--- config.mk ---
export PLATFORM = sky130hd
export DESIGN_NAME = alu_share_arb
export DESIGN_NICKNAME = d
export VERILOG_FILES = /design/src/rtl/alu_pkg.sv /design/src/rtl/alu.sv /design/src/rtl/alu_share_arb_rr_arbiter.sv /design/src/rtl/alu_share_arb.sv
export SDC_FILE = /design/constraint.sdc
export NUM_CORES = 1
export LEC_CHECK = 0
export ABC_AREA = 1
export CORE_MARGIN = 8
export CORE_UTILIZATION = 30
export CTS_BUF_LIST = sky130_fd_sc_hd__clkbuf_4 sky130_fd_sc_hd__clkbuf_8
export CTS_CLUSTER_SIZE = 30
export DETAILED_ROUTE_END_ITERATION = 10
export HOLD_SLACK_MARGIN = 0.05
export PLACE_DENSITY = 0.5
export SETUP_SLACK_MARGIN = 0.2
export SKIP_LAST_GASP = 1
export SLEW_MARGIN = 40
export SYNTH_ARGS = -nofsm -noshare
export SYNTH_HDL_FRONTEND = slang
export SYNTH_SLANG_ARGS = --single-unit
--- constraint.sdc ---
create_clock -name i_clk -period 4.1 [get_ports i_clk]
set_input_delay 0.82 -clock i_clk [delete_from_list [all_inputs] [get_ports i_clk]]
set_output_delay 0.82 -clock i_clk [all_outputs]
set_load 0.05 [all_outputs]
--- src/rtl/alu_pkg.sv ---
// ALU opcode encoding, opcode legality check and the arbiter FSM state type
// shared by the ALU and the requester-sharing wrapper.
package alu_pkg;

  localparam logic [3:0] ALU_ADD   = 4'd0;
  localparam logic [3:0] ALU_SUB   = 4'd1;
  localparam logic [3:0] ALU_SLL   = 4'd2;
  localparam logic [3:0] ALU_SLT   = 4'd3;
  localparam logic [3:0] ALU_SLTU  = 4'd4;
  localparam logic [3:0] ALU_XOR   = 4'd5;
  localparam logic [3:0] ALU_SRL   = 4'd6;
  localparam logic [3:0] ALU_SRA   = 4'd7;
  localparam logic [3:0] ALU_OR    = 4'd8;
  localparam logic [3:0] ALU_AND   = 4'd9;
  localparam logic [3:0] ALU_COPYB = 4'd10;

  typedef enum logic [1:0] {
    ARB_IDLE = 2'd0,
    ARB_EXEC = 2'd1,
    ARB_RESP = 2'd2
  } arb_state_e;

  function automatic logic alu_op_legal(input logic [3:0] op);
    case (op)
      ALU_ADD, ALU_SUB, ALU_SLL, ALU_SLT, ALU_SLTU, ALU_XOR,
      ALU_SRL, ALU_SRA, ALU_OR, ALU_AND, ALU_COPYB: return 1'b1;
      default:                                      return 1'b0;
    endcase
  endfunction

endpackage

--- src/rtl/alu.sv ---
// 32-bit combinational ALU; set-less-than results come from the externally
// supplied branch compare i_BrLT.
module alu
  import alu_pkg::*;
(
  input  logic [3:0]  i_alu_op,
  input  logic [31:0] i_op_a,
  input  logic [31:0] i_op_b,
  input  logic        i_BrLT,
  output logic [31:0] o_alu_data
);

  logic [4:0] shamt;
  assign shamt = i_op_b[4:0];

  always_comb begin
    o_alu_data = '0;
    case (i_alu_op)
      ALU_ADD:           o_alu_data = i_op_a + i_op_b;
      ALU_SUB:           o_alu_data = i_op_a - i_op_b;
      ALU_SLL:           o_alu_data = i_op_a << shamt;
      ALU_SLT, ALU_SLTU: o_alu_data = {31'b0, i_BrLT};
      ALU_XOR:           o_alu_data = i_op_a ^ i_op_b;
      ALU_SRL:           o_alu_data = i_op_a >> shamt;
      ALU_SRA:           o_alu_data = $signed(i_op_a) >>> shamt;
      ALU_OR:            o_alu_data = i_op_a | i_op_b;
      ALU_AND:           o_alu_data = i_op_a & i_op_b;
      ALU_COPYB:         o_alu_data = i_op_b;
      default:           o_alu_data = '0;
    endcase
  end

endmodule

--- src/rtl/alu_share_arb_rr_arbiter.sv ---
// Combinational round-robin arbiter: grants the first requester found searching
// upward from ptr_i+1 with wraparound; no grant when en_i is low.
module rr_arbiter #(
  parameter int unsigned N = 4,
  localparam int unsigned IW = $clog2(N)
) (
  input  logic [N-1:0]  req_i,
  input  logic [IW-1:0] ptr_i,
  input  logic          en_i,
  output logic [N-1:0]  gnt_o,
  output logic [IW-1:0] gnt_idx_o
);

  logic          found;
  logic [IW-1:0] idx;

  always_comb begin
    gnt_o     = '0;
    gnt_idx_o = '0;
    found     = 1'b0;
    idx       = '0;
    if (en_i) begin
      for (int unsigned i = 1; i <= N; i++) begin
        idx = IW'((32'(ptr_i) + i) % N);
        if (!found && req_i[idx]) begin
          found      = 1'b1;
          gnt_o[idx] = 1'b1;
          gnt_idx_o  = idx;
        end
      end
    end
  end

endmodule

--- src/rtl/alu_share_arb.sv ---
// Shares one ALU between NREQ requesters: round-robin accept, one execute cycle
// from latched operands, then a held, ID-tagged response until consumed.
module alu_share_arb
  import alu_pkg::*;
#(
  parameter int unsigned NREQ = 4,
  localparam int unsigned IDW = $clog2(NREQ)
) (
  input  logic                  i_clk,
  input  logic                  i_rst,
  input  logic [NREQ-1:0]       i_req_valid,
  output logic [NREQ-1:0]       o_req_ready,
  input  logic [NREQ-1:0][31:0] i_req_op_a,
  input  logic [NREQ-1:0][31:0] i_req_op_b,
  input  logic [NREQ-1:0][3:0]  i_req_alu_op,
  output logic                  o_rsp_valid,
  input  logic                  i_rsp_ready,
  output logic [31:0]           o_rsp_data,
  output logic [IDW-1:0]        o_rsp_id,
  output logic                  o_rsp_err,
  output logic                  o_busy
);

  arb_state_e     state_q, state_d;
  logic [IDW-1:0] rr_ptr_q, rr_ptr_d;
  logic [IDW-1:0] rsp_id_q, rsp_id_d;
  logic [31:0]    op_a_q, op_a_d;
  logic [31:0]    op_b_q, op_b_d;
  logic [3:0]     alu_op_q, alu_op_d;
  logic [31:0]    rsp_data_q, rsp_data_d;
  logic           rsp_err_q, rsp_err_d;

  logic [NREQ-1:0] gnt;
  logic [IDW-1:0]  gnt_idx;
  logic            arb_en;
  logic            accept;
  logic            br_lt;
  logic [31:0]     alu_data;

  assign arb_en = (state_q == ARB_IDLE);

  rr_arbiter #(
    .N(NREQ)
  ) u_rr_arbiter (
    .req_i    (i_req_valid),
    .ptr_i    (rr_ptr_q),
    .en_i     (arb_en),
    .gnt_o    (gnt),
    .gnt_idx_o(gnt_idx)
  );

  // The arbiter only grants valid requesters, so a grant is a handshake.
  assign accept = |gnt;

  always_comb begin
    br_lt = 1'b0;
    if (alu_op_q == ALU_SLT) begin
      br_lt = $signed(op_a_q) < $signed(op_b_q);
    end else if (alu_op_q == ALU_SLTU) begin
      br_lt = op_a_q < op_b_q;
    end
  end

  alu u_alu (
    .i_alu_op  (alu_op_q),
    .i_op_a    (op_a_q),
    .i_op_b    (op_b_q),
    .i_BrLT    (br_lt),
    .o_alu_data(alu_data)
  );

  always_ff @(posedge i_clk or posedge i_rst) begin
    if (i_rst) begin
      state_q <= ARB_IDLE;
    end else begin
      state_q <= state_d;
    end
  end

  always_comb begin
    state_d = state_q;
    case (state_q)
      ARB_IDLE: if (accept) state_d = ARB_EXEC;
      ARB_EXEC: state_d = ARB_RESP;
      ARB_RESP: if (i_rsp_ready) state_d = ARB_IDLE;
      default:  state_d = ARB_IDLE;
    endcase
  end

  always_comb begin
    o_req_ready = '0;
    o_rsp_valid = 1'b0;
    o_busy      = 1'b0;
    case (state_q)
      // Gate with reset so every output reads 0 while reset is held.
      ARB_IDLE: if (!i_rst) o_req_ready = gnt;
      ARB_EXEC: o_busy = 1'b1;
      ARB_RESP: begin
        o_rsp_valid = 1'b1;
        o_busy      = 1'b1;
      end
      default: ;
    endcase
  end

  always_comb begin
    rr_ptr_d   = rr_ptr_q;
    rsp_id_d   = rsp_id_q;
    op_a_d     = op_a_q;
    op_b_d     = op_b_q;
    alu_op_d   = alu_op_q;
    rsp_data_d = rsp_data_q;
    rsp_err_d  = rsp_err_q;
    if (accept) begin
      op_a_d   = i_req_op_a[gnt_idx];
      op_b_d   = i_req_op_b[gnt_idx];
      alu_op_d = i_req_alu_op[gnt_idx];
      rsp_id_d = gnt_idx;
      rr_ptr_d = gnt_idx;
    end
    if (state_q == ARB_EXEC) begin
      rsp_err_d  = !alu_op_legal(alu_op_q);
      rsp_data_d = rsp_err_d ? '0 : alu_data;
    end
  end

  always_ff @(posedge i_clk or posedge i_rst) begin
    if (i_rst) begin
      rr_ptr_q   <= IDW'(NREQ - 1);
      rsp_id_q   <= '0;
      op_a_q     <= '0;
      op_b_q     <= '0;
      alu_op_q   <= '0;
      rsp_data_q <= '0;
      rsp_err_q  <= 1'b0;
    end else begin
      rr_ptr_q   <= rr_ptr_d;
      rsp_id_q   <= rsp_id_d;
      op_a_q     <= op_a_d;
      op_b_q     <= op_b_d;
      alu_op_q   <= alu_op_d;
      rsp_data_q <= rsp_data_d;
      rsp_err_q  <= rsp_err_d;
    end
  end

  assign o_rsp_data = rsp_data_q;
  assign o_rsp_id   = rsp_id_q;
  assign o_rsp_err  = rsp_err_q;

endmodule

### Word level (Yosys, flattened, before mapping)

Memory sizes are Yosys's and may differ from the RTL's.
Cells that the tools add are included.

* word-level logic and storage cells: 119
* output and inout port bits: 41
* memories kept: 1
* ROM bits: 16
* bits in registers: 107
* input port bits: 279

Memories
* (no name shown): depth 16, bits a word 1, read ports 1, clocked after memory_dff 0, wr ports 0, line alu_pkg.sv:24 `case (op)`

* muxes and demuxes: 53
* add/sub/neg operators: 6
* bitwise operators: 6
* eq/ne operators: 14
* shift operators: 3
* magnitude comparators: 11
* reductions and logical operators: 17

Operator list (number)
* 32-bit one-hot mux with 10 select lines: 1
* 32-bit binary-select mux with 2-bit select: 2
* 32-bit two-way mux: 3
* 32-bit < comparator: 2
* 4-bit two-way mux: 11
* 32-bit adder: 1
* 32-bit bitwise AND: 1
* 32-bit OR: 1
* 32-bit by 5-bit << shifter with 32-bit output: 1
* 32-bit by 5-bit >> shifter with 32-bit output: 1
* 32-bit by 5-bit >>> shifter with 32-bit output: 1
* 32-bit subtractor: 1
* 32-bit bitwise XOR: 1
* 1-bit two-way mux: 19
* 4-bit by 3-bit == test with 1-bit output, second input constant: 4
* 2-bit by 3-bit < comparator with 1-bit output, second input constant: 5
* 2-bit two-way mux: 7
* 4-bit == test, second input constant: 3
* 4-bit OR: 3
* 1-bit binary-select mux with 2-bit select: 4
* 4-bit binary-select mux with 2-bit select: 1
* 1-bit demux with 2-bit select: 4
* 4-bit by 2-bit == test with 1-bit output, second input constant: 2
* 2-bit by 1-bit >= comparator with 1-bit output, second input constant: 4
* 15 further kinds: 27

### Logic depth before layout (Yosys ltp)

* depth after elaboration: 20
* mapped depth: 19
* depth with buffers taken out: 17

### Modules after synthesis

A second synthesis with hierarchy kept.

* cells, all modules: 2771
* area, all modules: 16143.0 sq um

Modules (own cells, without submodules)
* alu: cells an instance 1784, area an instance 8873.5 sq um, times used 1
* alu_share_arb: cells an instance 896, area an instance 6740.2 sq um, times used 1
* rr_arbiter: cells an instance 91, area an instance 529.3 sq um, times used 1

### Least setup slack after synthesis

Ideal clock, no wire load.

* path kind: reg2out
* start point: register rr_ptr_q[1]
* end point: output o_req_ready[2]
* path buffers: 0
* stages on the path, launching flop included: 11
* setup slack: 899 ps
* arrival time: 2381 ps
* cell sequence: dfstp_2 -> inv_1 -> ha_1 -> inv_1 -> nand3_2 -> nand2_2 -> nor2_4 -> nand4_1 -> nand3_1 -> nand2_1 -> nor2_1

* cells in the longest elaborated chain, start to end: 19
* elaborated cells between the ends (all ways): 57

RTL lines
* start, declared: line alu_share_arb.sv:25 `logic [IDW-1:0] rr_ptr_q, rr_ptr_d;`
* start signal, assigned: line alu_share_arb.sv:129 `rr_ptr_q <= IDW'(NREQ - 1);`
* start signal, assigned: line alu_share_arb.sv:137 `rr_ptr_q <= rr_ptr_d;`
* parallel branches: the longest is 15 deep, another holds 2-bit by 3-bit < comparator with 1-bit output
* 4-bit two-way mux *: line alu_share_arb_rr_arbiter.sv:25 `if (!found && req_i[idx]) begin`
* 4-bit two-way mux *: line alu_share_arb_rr_arbiter.sv:22 `if (en_i) begin`
* 4-bit two-way mux *: line alu_share_arb.sv:96 `ARB_IDLE: if (!i_rst) o_req_ready = gnt;`
* 4-bit two-way mux *: line alu_share_arb.sv:94 `case (state_q)`
* end, declared: line alu_share_arb.sv:12 `output logic [NREQ-1:0] o_req_ready,`

Mark *: on every way between the ends. The select of a mux whose other input is x is not followed.

### Worst setup path in the final report

Same ends and word-level chain as after synthesis.

==> impl_metrics.py <==
metrics = {
    "sta": {
        "rsz0062_at_grt": "false",
        "min_period_ps": 3670,
        "fmax_mhz": 272,
        "skew_ps": 16.5,
        "drv_slew": 0,
        "relSlewSlack": 0.458,
        "hold_violations": 0,
        "fin_setup_tns_ps": 0,
        "period_share": 0.896,
        "tightest_slew_ps": 813,
        "finalSetupViolCount": 0,
    },
    "synth": {
        "syn_inst": 3268,
        "synth_area_per_cell_um2": 5.38,
        "ys.flop_type": "dfrtp_1",
        "synth-edff-count": 0,
        "ys_types": 45,
        "async_reset_ff_frac": 1.00,
        "ys_warn_count": 0,
        "ys_ff_latch": 107,
        "syn_nets": 3658,
        "syn_area_mm2": 0.0176,
        "ys_seq_area_frac": 0.152,
    },
    "floorplan": {
        "core-area_mm2": 0.0578,
        "dieArea_mm2": 0.0666,
        "start_util": 0.304,
        "io_pins": 320,
        "die_y_um": 258,
        "die_x_um": 258,
        "fp-row-count": 88,
    },
    "global_routing": {
        "grt_max_degree": 76,
        "grt_pass1_wl_um": 141000,
        "grt_pass1_vias": 21900,
        "overflow": 0,
        "grt_usage": 0.277,
        "antenna_found_initial": 4,
    },
    "route": {
        "drt_iter0_markers": 2488,
        "dr.max_layer_used": "met5",
        "dr_wl_met3_um": 8640,
        "drt-met1-wl_um": 42300,
        "wl_met2_um": 40500,
        "drt-vias-per-instance": 5.33,
        "vias": 22800,
        "firstDrtPassIters": 7,
        "wl_per_cell_um": 22.3,
        "drc": 0,
        "ant_nets": 0,
        "drt-total-wl_um": 95600,
    },
    "placement": {
        "port_buffers": 319,
        "gp_congestion": 1.04,
        "dpl.hpwl_um": 78000,
    },
    "clock_network": {
        "ctsHoldBuffers": 0,
        "cts_made_buffers": 9,
        "cts_tree": "done",
        "cts_buffer_depth": 2,
        "path_clk_slew_ps": 110,
        "h-tree-depth": 3,
        "root_buffer": "clkbuf_8",
        "insertion_delay_ps": 470,
        "cts_sinks": 107,
    },
    "worst_hold_path": {
        "holdCritStartpoint": "o_rsp_data[17]",
        "hold_class": "flip-flop to flip-flop",
    },
    "cells_and_area": {
        "final_common_cell": "nand2_1",
        "num-nets-final": 3896,
        "drive_gt1_frac": 0.0385,
        "area_growth_pct": 25.3,
        "mostFrequentLayoutCells": "nand2_1 (1272), nand3_1 (437), inv_1 (362)",
    },
    "worst_setup_path": {
        "path_max_fanout": 9,
        "path_class": "flip-flop to output pin",
        "required_ps": 3280,
        "crit_start": "rr_ptr_q[1]",
        "start_kind": "flip-flop",
        "timing.rr.start": "op_b_q[0]",
        "arrival_ps": 2850,
        "end_kind": "output pin",
    },
    "outcome": {
        "status": "completed",
    },
    "job": {
        "cap_violations": 0,
    },
}
[critical path: stages (launching register included)]
cell        delay, ps
dfstp_2           690
clkinvlp_4        140
ha_1              330
inv_1              90
nand3_2           120
nand2_2           110
nor2_4            220
nand4_1           110
nand3_1            90
nand2_1           100
nor2_1            150
buf_4             220
[flip-flops by register name, summed over array words and instances, names as in the netlist]
| signal | flops |
|---|---|
| state_q | 2 |
| rr_ptr_q | 2 |
| o_rsp_data | 32 |
| op_a_q | 32 |
| op_b_q | 32 |
| o_rsp_err | 1 |
| alu_op_q | 4 |
| o_rsp_id | 2 |
[synthesized netlist by cell type, drive strengths merged (6+ instances only)]
cell    count  area [µm²]
nor3       28         140
o21a       12        90.1
nand3b    140        1050
a21oi     146         731
dfrtp     105        2630
o22ai      21         131
and2        6        37.5
inv       370        1390
ha        109        1360
clkbuf    104         390
nand3     441        2230
buf        73         360
nand2    1275        4790
nor2      189         739
o21ai     152         764
nand4      33         206
o21bai     10        75.1
o211ai     13        97.6
[cells by family (layout without fill, tap and decap cells)]
logic type / Yosys count / after routing / synth area share
simple gates: 2121 / 2121 / 0.526
buf+inv: 549 / 792 / 0.122
compound gates: 377 / 377 / 0.118
fa+ha+maj: 111 / 111 / 0.0798
flops: 107 / 107 / 0.152
xor+xnor: 2 / 2 / 0.000996
mux: 1 / 1 / 0.000569
other cells: 0 / 1 / 0
[per-stage QoR]
step | cells | utilization | setup slack, ps | instance area (µm²) | hold slack [ps]
after global placement | 4258 | 0.377 | 567 | 21800 | 463
after global routing | 4277 | 0.381 | 227 | 22000 | 509
after floorplan | 3268 | - | 466 | 17600 | 467
after CTS | 4274 | 0.381 | 291 | 22000 | 497
final | 4277 | 0.381 | 426 | 22000 | 489
after detailed placement | 4258 | 0.377 | 602 | 21800 | 467
[layout make-up]
type / instances / area, µm²
Fill cell: 6658 / 35800
Clock buffer: 10 / 138
Sequential cell: 107 / 2680
Timing Repair Buffer: 404 / 3970
Multi-Input combinational cell: 2612 / 12800
Tap cell: 765 / 957
Clock inverter: 6 / 97.6
Antenna cell: 1 / 2.50
Inverter: 372 / 1400
[per-layer routing]
metal  vias to the layer above  global-route usage
met2                      1108               0.424
met1                     10500               0.376
li1                      11000                   -
met5                         -                   0
met3                       159              0.0576
met4                         6               0.109
[worst paths after layout]
kind	end	depth (start not counted)	slack, ps
min in group asynchronous	op_a_q[3]	2	880
worst max-delay path	o_req_ready[2]	11	430
worst min-delay path	o_rsp_data[17]	2	490
worst max register to register	o_rsp_data[20]	13	770
worst min register to register	o_rsp_data[17]	2	490
max in group asynchronous	o_rsp_data[20]	3	2370
[repair_timing]
item / 4_1_cts / 5_1_grt
resized for setup: 0 / 2
setup buffers: 0 / 2
endpoints found under the setup margin: 0 / 4
Power is left out: the tool's default activity adds up to more than one toggle a clock period on the data nets, which glitch-free logic cannot reach.
